**config.mk**
```make
export PLATFORM = sky130hd
export DESIGN_NAME = led_scan_ram_flat
export DESIGN_NICKNAME = d
export VERILOG_FILES = /design/src/rtl/led_scan_pkg.sv /design/src/rtl/led_scan_ram_if.sv /design/src/rtl/led_scan_seq.sv /design/src/rtl/led_scan_ram.sv /design/src/flat_wrapper.sv
export SDC_FILE = /design/constraint.sdc
export NUM_CORES = 1
export LEC_CHECK = 0
export ABC_AREA = 1
export BUFFER_PORTS_ARGS = -buffer_cell sky130_fd_sc_hd__buf_2
export CORE_MARGIN = 2
export CORE_UTILIZATION = 56
export CTS_BUF_LIST = sky130_fd_sc_hd__clkbuf_16
export DETAILED_ROUTE_END_ITERATION = 10
export GPL_ROUTABILITY_DRIVEN = 0
export PLACE_DENSITY = 0.88
export SYNTH_ARGS = -nofsm -noshare
export SYNTH_HDL_FRONTEND = slang
export SYNTH_SLANG_ARGS = --single-unit
```
**constraint.sdc**
```tcl
create_clock -name clk -period 2.05 [get_ports clk]
set_clock_uncertainty 0.2 [all_clocks]
set_input_delay 0.41 -clock clk [delete_from_list [all_inputs] [get_ports clk]]
set_output_delay 0.41 -clock clk [all_outputs]
set_load 0.01 [all_outputs]
```
**src/rtl/led_scan_pkg.sv**
```systemverilog
// led_scan_pkg: shared defaults, scanner state type and byte-merge helper
package led_scan_pkg;
  localparam int DEF_DATA_W   = 32;
  localparam int DEF_DEPTH    = 8;
  localparam int DEF_SEG_W    = 8;
  localparam int DEF_SCAN_DIV = 50000;
  localparam int MAX_W        = 1024;
  localparam int MAX_B        = MAX_W / 8;
  typedef enum logic {IDLE, RUN} scan_state_t;
  function automatic logic [MAX_W-1:0] byte_merge(input logic [MAX_W-1:0] old_w, new_w,
                                                  input logic [MAX_B-1:0] strb);
    byte_merge = old_w;
    for (int i = 0; i < MAX_B; i++)
      if (strb[i]) byte_merge[8*i +: 8] = new_w[8*i +: 8];
  endfunction
endpackage

```
**src/rtl/led_scan_ram_if.sv**
```systemverilog
// led_scan_ram_if: store/load bus plus display scan pins
interface led_scan_ram_if #(
  parameter int DATA_W = 32,
  parameter int DEPTH  = 8,
  parameter int SEG_W  = 8
);
  localparam int ADDR_W = $clog2(DEPTH);
  logic                we;
  logic [ADDR_W-1:0]   waddr;
  logic [DATA_W-1:0]   wdata;
  logic [DATA_W/8-1:0] wstrb;
  logic                re;
  logic [ADDR_W-1:0]   raddr;
  logic [DATA_W-1:0]   rdata;
  logic                rvalid;
  logic                scan_en;
  logic [DEPTH-1:0]    scan_sel;
  logic [SEG_W-1:0]    scan_data;
  logic [ADDR_W-1:0]   scan_idx;
  logic                scan_tick;
  modport master (output we, waddr, wdata, wstrb, re, raddr, scan_en,
                  input rdata, rvalid, scan_sel, scan_data, scan_idx, scan_tick);
  modport slave (input we, waddr, wdata, wstrb, re, raddr, scan_en,
                 output rdata, rvalid, scan_sel, scan_data, scan_idx, scan_tick);
endinterface

```
**src/rtl/led_scan_seq.sv**
```systemverilog
// led_scan_seq: digit prescaler, index counter, run/idle FSM and one-hot select
module led_scan_seq
  import led_scan_pkg::*;
#(
  parameter int DEPTH    = DEF_DEPTH,
  parameter int SCAN_DIV = DEF_SCAN_DIV,
  localparam int ADDR_W  = $clog2(DEPTH)
) (
  input  logic              clk,
  input  logic              reset,
  input  logic              en,
  output logic [ADDR_W-1:0] idx_nxt,
  output logic [ADDR_W-1:0] idx,
  output logic [DEPTH-1:0]  sel,
  output logic              tick
);
  localparam int PW = $clog2(SCAN_DIV);
  scan_state_t state;
  logic [PW-1:0] pre;
  logic wrap;
  assign wrap = state == RUN && pre == PW'(SCAN_DIV - 1);
  // next index is exported so the segment data can be fetched for the same edge
  assign idx_nxt = (!en || state == IDLE) ? '0 :
                   wrap ? (idx == ADDR_W'(DEPTH - 1) ? '0 : idx + ADDR_W'(1)) : idx;
  // FSM with registered index, select and tick so all scan outputs change together
  always_ff @(posedge clk or negedge reset)
    if (!reset) begin
      state <= IDLE;
      pre   <= '0;
      idx   <= '0;
      sel   <= '0;
      tick  <= 1'b0;
    end else begin
      state <= en ? RUN : IDLE;
      pre   <= (state == RUN && en && !wrap) ? pre + PW'(1) : '0;
      idx   <= idx_nxt;
      sel   <= en ? DEPTH'(1) << idx_nxt : '0;
      tick  <= en && wrap;
    end
endmodule

```
**src/rtl/led_scan_ram.sv**
```systemverilog
// led_scan_ram: byte-masked register-file RAM with registered read and display scanner
module led_scan_ram
  import led_scan_pkg::*;
#(
  parameter int DATA_W   = DEF_DATA_W,
  parameter int DEPTH    = DEF_DEPTH,
  parameter int SEG_W    = DEF_SEG_W,
  parameter int SCAN_DIV = DEF_SCAN_DIV
) (
  input logic            clk,
  input logic            reset,
  led_scan_ram_if.slave  bus
);
  localparam int ADDR_W = $clog2(DEPTH);
  localparam int NB     = DATA_W / 8;
  logic [DATA_W-1:0] mem [DEPTH];
  logic [ADDR_W-1:0] idx_nxt;
  logic              w_ok, r_ok;
  logic [DATA_W-1:0] w_merged, r_word;
  function automatic logic [DATA_W-1:0] merge(input logic [DATA_W-1:0] o, n,
                                              input logic [NB-1:0] s);
    return DATA_W'(byte_merge(MAX_W'(o), MAX_W'(n), MAX_B'(s)));
  endfunction
  // widened compares keep non-power-of-two depths from aliasing
  assign w_ok     = bus.we && ({1'b0, bus.waddr} < (ADDR_W + 1)'(DEPTH));
  assign r_ok     = {1'b0, bus.raddr} < (ADDR_W + 1)'(DEPTH);
  assign w_merged = merge(mem[bus.waddr], bus.wdata, bus.wstrb);
  assign r_word   = !r_ok ? '0 : (w_ok && bus.waddr == bus.raddr) ? w_merged : mem[bus.raddr];
  // storage: byte-masked write of the merged word
  always_ff @(posedge clk or negedge reset)
    if (!reset) for (int i = 0; i < DEPTH; i++) mem[i] <= '0;
    else if (w_ok) mem[bus.waddr] <= w_merged;
  // read port: write-first bypass, rdata holds when idle
  always_ff @(posedge clk or negedge reset)
    if (!reset) begin
      bus.rdata  <= '0;
      bus.rvalid <= 1'b0;
    end else begin
      bus.rvalid <= bus.re;
      if (bus.re) bus.rdata <= r_word;
    end
  // segment data fetched with the next index so it lines up with scan_sel
  always_ff @(posedge clk or negedge reset)
    if (!reset) bus.scan_data <= '0;
    else bus.scan_data <= bus.scan_en ? mem[idx_nxt][SEG_W-1:0] : '0;
  led_scan_seq #(.DEPTH(DEPTH), .SCAN_DIV(SCAN_DIV)) u_seq (
    .clk     (clk),
    .reset   (reset),
    .en      (bus.scan_en),
    .idx_nxt (idx_nxt),
    .idx     (bus.scan_idx),
    .sel     (bus.scan_sel),
    .tick    (bus.scan_tick)
  );
endmodule
```
**src/flat_wrapper.sv**
```systemverilog
// flat-port wrapper written by rule: the top's interface ports become plain ports
module led_scan_ram_flat import led_scan_pkg::*;
#(
  parameter int DATA_W   = DEF_DATA_W,
  parameter int DEPTH    = DEF_DEPTH,
  parameter int SEG_W    = DEF_SEG_W,
  parameter int SCAN_DIV = DEF_SCAN_DIV
)
  (clk, reset, bus_we, bus_waddr, bus_wdata, bus_wstrb, bus_re, bus_raddr, bus_scan_en, bus_rdata, bus_rvalid, bus_scan_sel, bus_scan_data, bus_scan_idx, bus_scan_tick);
  led_scan_ram_if #(.DATA_W(DATA_W), .DEPTH(DEPTH), .SEG_W(SEG_W)) bus_i ();
  input logic clk;
  input logic reset;
  input wire logic [$bits(bus_i.we)-1:0] bus_we;
  input wire logic [$bits(bus_i.waddr)-1:0] bus_waddr;
  input wire logic [$bits(bus_i.wdata)-1:0] bus_wdata;
  input wire logic [$bits(bus_i.wstrb)-1:0] bus_wstrb;
  input wire logic [$bits(bus_i.re)-1:0] bus_re;
  input wire logic [$bits(bus_i.raddr)-1:0] bus_raddr;
  input wire logic [$bits(bus_i.scan_en)-1:0] bus_scan_en;
  output wire logic [$bits(bus_i.rdata)-1:0] bus_rdata;
  output wire logic [$bits(bus_i.rvalid)-1:0] bus_rvalid;
  output wire logic [$bits(bus_i.scan_sel)-1:0] bus_scan_sel;
  output wire logic [$bits(bus_i.scan_data)-1:0] bus_scan_data;
  output wire logic [$bits(bus_i.scan_idx)-1:0] bus_scan_idx;
  output wire logic [$bits(bus_i.scan_tick)-1:0] bus_scan_tick;
  assign bus_i.we = bus_we;
  assign bus_i.waddr = bus_waddr;
  assign bus_i.wdata = bus_wdata;
  assign bus_i.wstrb = bus_wstrb;
  assign bus_i.re = bus_re;
  assign bus_i.raddr = bus_raddr;
  assign bus_i.scan_en = bus_scan_en;
  assign bus_rdata = bus_i.rdata;
  assign bus_rvalid = bus_i.rvalid;
  assign bus_scan_sel = bus_i.scan_sel;
  assign bus_scan_data = bus_i.scan_data;
  assign bus_scan_idx = bus_i.scan_idx;
  assign bus_scan_tick = bus_i.scan_tick;
  led_scan_ram #(.DATA_W(DATA_W), .DEPTH(DEPTH), .SEG_W(SEG_W), .SCAN_DIV(SCAN_DIV)) u_core (.clk(clk), .reset(reset), .bus(bus_i));
endmodule
```
# Word level (Yosys, flattened, before mapping)
# Cells that the tools add are included.
# W data, S select, Z words.
# word_totals
mem_count	0
word_cells	63
reg_bits	326
out_inout_bits	53
latchBits	0
mem_bits_rw	0
romBits	0
# classes
div	0
n_mul	0
eq_ne	3
n_shift	1
muxes	24
n_lt_le_gt_ge	4
n_addsub	2
n_reduce_logical	9
bitwise	4
# op_table
cell	n
$bmux W32 S3	3
$bwmux W256	1
$mux W32	6
$demux W32 S3	1
$mux W8	8
$add A16 B1 Y16 const B	1
$eq A16 B16 Y1 const B	1
$mux W16	1
$ge A4 B4 Y1 const B	3
$not A3 Y4	3
$mux W3	3
$shl A1 B3 Y8 const A	1
$logic_and A1 B1 Y1	6
$lt A4 B1 Y1 const B	1
$add A3 B1 Y3 const B	1
$eq A3 B3 Y1	1
$eq A3 B3 Y1 const B	1
$logic_not A1 Y1	2
$logic_or A1 B1 Y1	1
$mux W1	1
$not A1 Y1	1

# Logic depth before layout (Yosys ltp)
# logic_depth
depth_word	9
ltp_mapped	13

# By module
# A second synthesis with hierarchy kept.
# unflattened
hier_cells	2714
area_unflattened_um2	18561.6
# by_module_without_submodules
module	area_per_inst_um2	cells_per_inst	instances	seq_area_each_um2
led_scan_ram	17085.1	2541	1	7432.1
led_scan_seq	1476.4	173	1	725.7

# Worst setup path after synthesis
# No wires, ideal clock.
# synth_timing
path_type	register -> register
start	register u_core.u_seq.idx[0]
end	register u_core.bus.scan_data[3]
path_stages_with_launch	11
path_buffers	1
arrival_time_ns	1.848
path_slack_ns	-0.115
period_less_slack_ns	2.165
setup_ns	0.117
path_cell_list	dfrtp_1 -> ha_1 -> ha_1 -> or2_2 -> nand4_2 -> clkbuf_1 -> nand4_1 -> nand2_1 -> nand2_1 -> nand3_1 -> nand2_1
# synth_via
elab_chain_cells	9
word_cells_on_any_way	10
cone_classes	1 x add/sub; 1 x eq/ne; 7 x mux; 1 x bitwise
# synth_rtl
item	line	text
start, declared	led_scan_seq.sv:13	output logic [ADDR_W-1:0] idx,
start signal, assigned	led_scan_seq.sv:36	idx <= idx_nxt;
$add A3 B1 Y3 or $eq A3 B3 Y1 (tied branches)	led_scan_seq.sv:24	wrap ? (idx == ADDR_W'(DEPTH - 1) ? '0 : idx + ADDR_W'(1)) : idx;
$mux W3	led_scan_seq.sv:24	
$mux W3 *	led_scan_seq.sv:24	
$mux W3 *	led_scan_seq.sv:23	assign idx_nxt = (!en || state == IDLE) ? '0 :
$not A3 Y4 (not written as such) *	led_scan_ram.sv:45	else bus.scan_data <= bus.scan_en ? mem[idx_nxt][SEG_W-1:0] : '0;
$bmux W32 S3 *	led_scan_ram.sv:45	
$mux W8 (not written as such) * (2 in series)	led_scan_ram.sv:45	
$mux W8 *	led_scan_ram.sv:45	
end signal, assigned	led_scan_ram.sv:45	
end, declared	led_scan_ram_if.sv:24	output rdata, rvalid, scan_sel, scan_data, scan_idx, scan_tick);
# Mark *: on every way between the ends. The rest lies on a longest branch, timed or not. The select of a mux whose other input is x is not followed.
# A chain may end at the register's enable or synchronous reset.

# Worst setup path after layout
# layout_timing
start	register u_core.u_seq.pre[1]
end	register u_core.bus.scan_data[0]
# layout_via
elab_chain_cells	9
# layout_rtl
item	line	text
start, declared	led_scan_seq.sv:19	logic [PW-1:0] pre;
start signal, assigned	led_scan_seq.sv:35	pre <= (state == RUN && en && !wrap) ? pre + PW'(1) : '0;
$eq A16 B16 Y1	led_scan_seq.sv:21	assign wrap = state == RUN && pre == PW'(SCAN_DIV - 1);
$logic_and A1 B1 Y1	led_scan_seq.sv:21	
$mux W3	led_scan_seq.sv:24	
$mux W3	led_scan_seq.sv:23	
$not A3 Y4 (not written as such)	led_scan_ram.sv:45	
$bmux W32 S3	led_scan_ram.sv:45	
$mux W8 (not written as such) (2 in series)	led_scan_ram.sv:45	
$mux W8	led_scan_ram.sv:45	
# No other way between the ends. The select of a mux whose other input is x is not followed.

==> metrics.md <==
| Metric | Value |
|---|---|
| Status | `finished, violations left` |
| Failing checks | `DRC, setup timing` |
| Reg2reg end | `u_core.bus.scan_data[0]$_DFF_PN0_` |
| Prevailing post-synth register cell | `dfrtp_1` |
| Final setup fails | `16` |
| Startpoint types | `flip-flop` |
| Design area | `21200 um^2` |
| DR pass1 iterations | `10` |
| Detail Placement HPWL | `34200 um` |
| CTS tree | `done` |
| Reg-to-reg slack, setup | `-0.15 ns` |
| First-pass GRT wire length | `90600 um` |
| Maximum vdd drop | `810 uV` |
| Die width | `182 um` |
| Post-synth top cells | `nand2_1 (613), o21ai_0 (355), dfrtp_1 (326)` |
| Number of I/O pins | `100` |
| Final #Nets | `2500` |
| H-Tree Level Count | `2` |
| Area leader, netlist | `dfrtp_1` |
| Hold Crit Class | `in2reg` |
| I/O Buffers | `99` |
| Vias in the first global route | `18346` |
| CTS max path bufs | `3` |
| Vias | `18227` |
| Rows | `65` |
| Mapped Avg Cell Area | `7.60 um^2` |
| Synthesized cell area | `17700 um^2` |
| Top post-synthesis cells by area | `dfrtp_1 (46%), nand2_1 (13%), o21ai_0 (10%)` |
| Core Region | `31400 um^2` |
| Least-Margin Pin Slew | `0.414 ns` |
| Post-route total power | `19.2 mW` |
| Final total negative setup slack | `-1.42 ns` |
| Setup crit start | `u_core.u_seq.pre[1]$_DFF_PN0_` |
| Largest net degree at the start of global routing | `66` |
| Fraction of layout cells with a size suffix above 1 | `17.1%` |
| Nature of the critical path endpoint | `flip-flop` |
| Latest clock arrival within the worst-skew pair | `0.54 ns` |
| CTS Sinks | `326` |
| Library cells used by synthesis | `41` |
| N_diodes | `0` |
| Global Route Usage Sum | `34.0%` |
| Fin crit period | `2.20 ns` |
| Area grow syn2layout | `19.6%` |
| Routed WL | `56300 um` |
| Yosys reg bits | `326` |
| Num CTS Buffers | `36` |
| Post-synth net total | `2381` |
| Share of synthesized registers carrying an async set or reset | `100%` |
| Lkg Pwr | `10.2 nW` |
| Hold_ws | `0.0638 ns` |
| Fin. Hold Viols | `0` |
| Clock Root Buffer | `clkbuf_16` |
| # Max-Cap Violations | `0` |
| Max-slew violations | `0` |
| R2R cell count | `14` |
| Most common cell in the synthesized netlist | `nand2_1` |
| Number of flops mapped to enable cells by yosys | `0` |
| Initial antenna violation count | `1` |
| Share of the synthesized area in the top cell type | `46.0%` |
| Ys Warns | `0` |
| Worst R2R Start | `u_core.u_seq.pre[1]$_DFF_PN0_` |
| Synth Instances | `2331` |
| GRT overflow | `0` |
| Drt initial violations | `2488` |
| Die area | `33100 um^2` |
| Max-slew headroom | `72.2%` |
| DIE HEIGHT | `182 um` |
| Crit path required time | `2.31 ns` |
| Antenna viol nets, final | `0` |
| DR DRC count | `1` |
| Post-placement cell area | `19600 um^2` |
| RSZ-0062 raised after global routing | `true` |
| Starting density of the core | `56.4%` |
| Dpl ws | `-0.0905 ns` |
| Clk slew on worst S/H paths | `0.06 ns` |
| Fmax | `454 MHz` |
| Detail-routed via count per cell | `6.34` |
| Worst setup path endpoint | `u_core.bus.scan_data[0]$_DFF_PN0_` |
| WS Path Type | `reg2reg` |
| Register area share after synthesis | `46.0%` |
| WL/cell | `19.6 um` |
| Final Cycle Share | `107%` |
| CP arrival | `2.46 ns` |
| Setup WS post-layout | `-0.153 ns` |
| PwrDens | `904 nW/um^2` |
| Max FO, Critical Path | `5` |
worst min-delay path by stage:
stage                   from                              end  cells after the start
2_1_floorplan          reset  u_core.bus.rdata[0]$_DFFE_PN0P_                      0
3_3_place_gp           reset    u_core.u_seq.pre[8]$_DFF_PN0_                      1
3_5_place_dp           reset   u_core.u_seq.pre[10]$_DFF_PN0_                      1
4_1_cts        bus_wdata[31]       u_core.mem[95]$_DFFE_PN0P_                      3
5_1_grt        bus_wdata[21]       u_core.mem[53]$_DFFE_PN0P_                      3
6_report       bus_wdata[31]       u_core.mem[95]$_DFFE_PN0P_                      3
repair_timing:
item	in CTS	in global routing
pin swaps	8	13
setup endpoints to repair	15	22
endpoints found under the hold margin	277	0
gates resized for setup	21	45
buffers inserted	7	5
hold buffers	2	0
cloned	4	1
layout make-up:
type | count | area [um^2]
sequential | 326 | 8160
fill | 2295 | 10200
clock buffer | 38 | 951
multi-input combinational | 1671 | 8410
inverter | 163 | 622
tap | 402 | 503
timing repair buffer | 252 | 2360
clock inverter | 22 | 190
critical path, cell delays in order, from the launching register on:
cell,delay [ns]
dfrtp_1,0.40
ha_4,0.18
nand3_4,0.10
nor2_4,0.12
buf_6,0.13
nand3_4,0.10
buf_12,0.17
nand2_4,0.05
nand2_4,0.05
nor2_4,0.17
inv_4,0.08
buf_12,0.14
nand2_1,0.07
nand3_1,0.09
nand2_1,0.08
sequential cells by signal, summed over array words and instances, names as in the netlist:
register              cells
u_core.bus.scan_data      8
u_core.bus.rdata         32
u_core.u_seq.pre         16
u_core.u_seq.sel          8
u_core.u_seq.state        1
u_core.mem              256
u_core.u_seq.idx          3
u_core.u_seq.tick         1
u_core.bus.rvalid         1
layout by cell type (no fill, tap or decap), types with 4 or more instances in the layout:
cell and instances:
inv_4 4, clkbuf_16 39, o21a_1 11, o211ai_1 78
inv_2 7, o211a_1 6, nand2_2 31, buf_2 95
buf_4 99, nand3_1 98, o21ai_1 80, o2111ai_1 13
o221ai_1 26, o21bai_1 26, nand3_4 4, a31oi_1 18
nand2_4 4, nor2_1 162, nor2_2 8, clkinv_2 4
o22ai_1 17, dfrtp_1 326, buf_12 48, inv_1 156
a21oi_1 43, clkinv_1 7, nor2_4 6, or2_2 33
o22ai_2 14, nand4_1 36, nand2_1 581, o21ai_0 355
layer usage:
| layer | vias up | global-route usage [%] | share of wire [%] |
|---|---|---|---|
| li1 | 8091 | - | - |
| met1 | 8453 | 41.5 | 36 |
| met2 | 1339 | 54.3 | 46 |
| met3 | 342 | 6.24 | 11 |
| met4 | 2 | 24.6 | 6.7 |
| met5 | - | 0 | 0.023 |
logic make-up after synthesis:
logic type / synth area share [%]
and+or+nand+nor: 22.9
AOI/OAI and AO/OA: 22.9
buffers and inverters: 7.73
DFF: 46.0
xor gates and xnor gates: 0.148
adders and majority gates: 0.212
power by group:
part | switching [mW] | internal [mW]
clock | 2.65 | 3.72
sequential | 0.996 | 7.68
combinational | 2.54 | 1.58
stage by stage:
step,instances,util [%]
final,2874,67.5
after floorplan,2331,-
after global routing,2874,67.5
after global placement,2797,62.4
after CTS,2870,66.9
after detailed placement,2797,62.4
No activity file was read; power rests on OpenSTA's default activity.
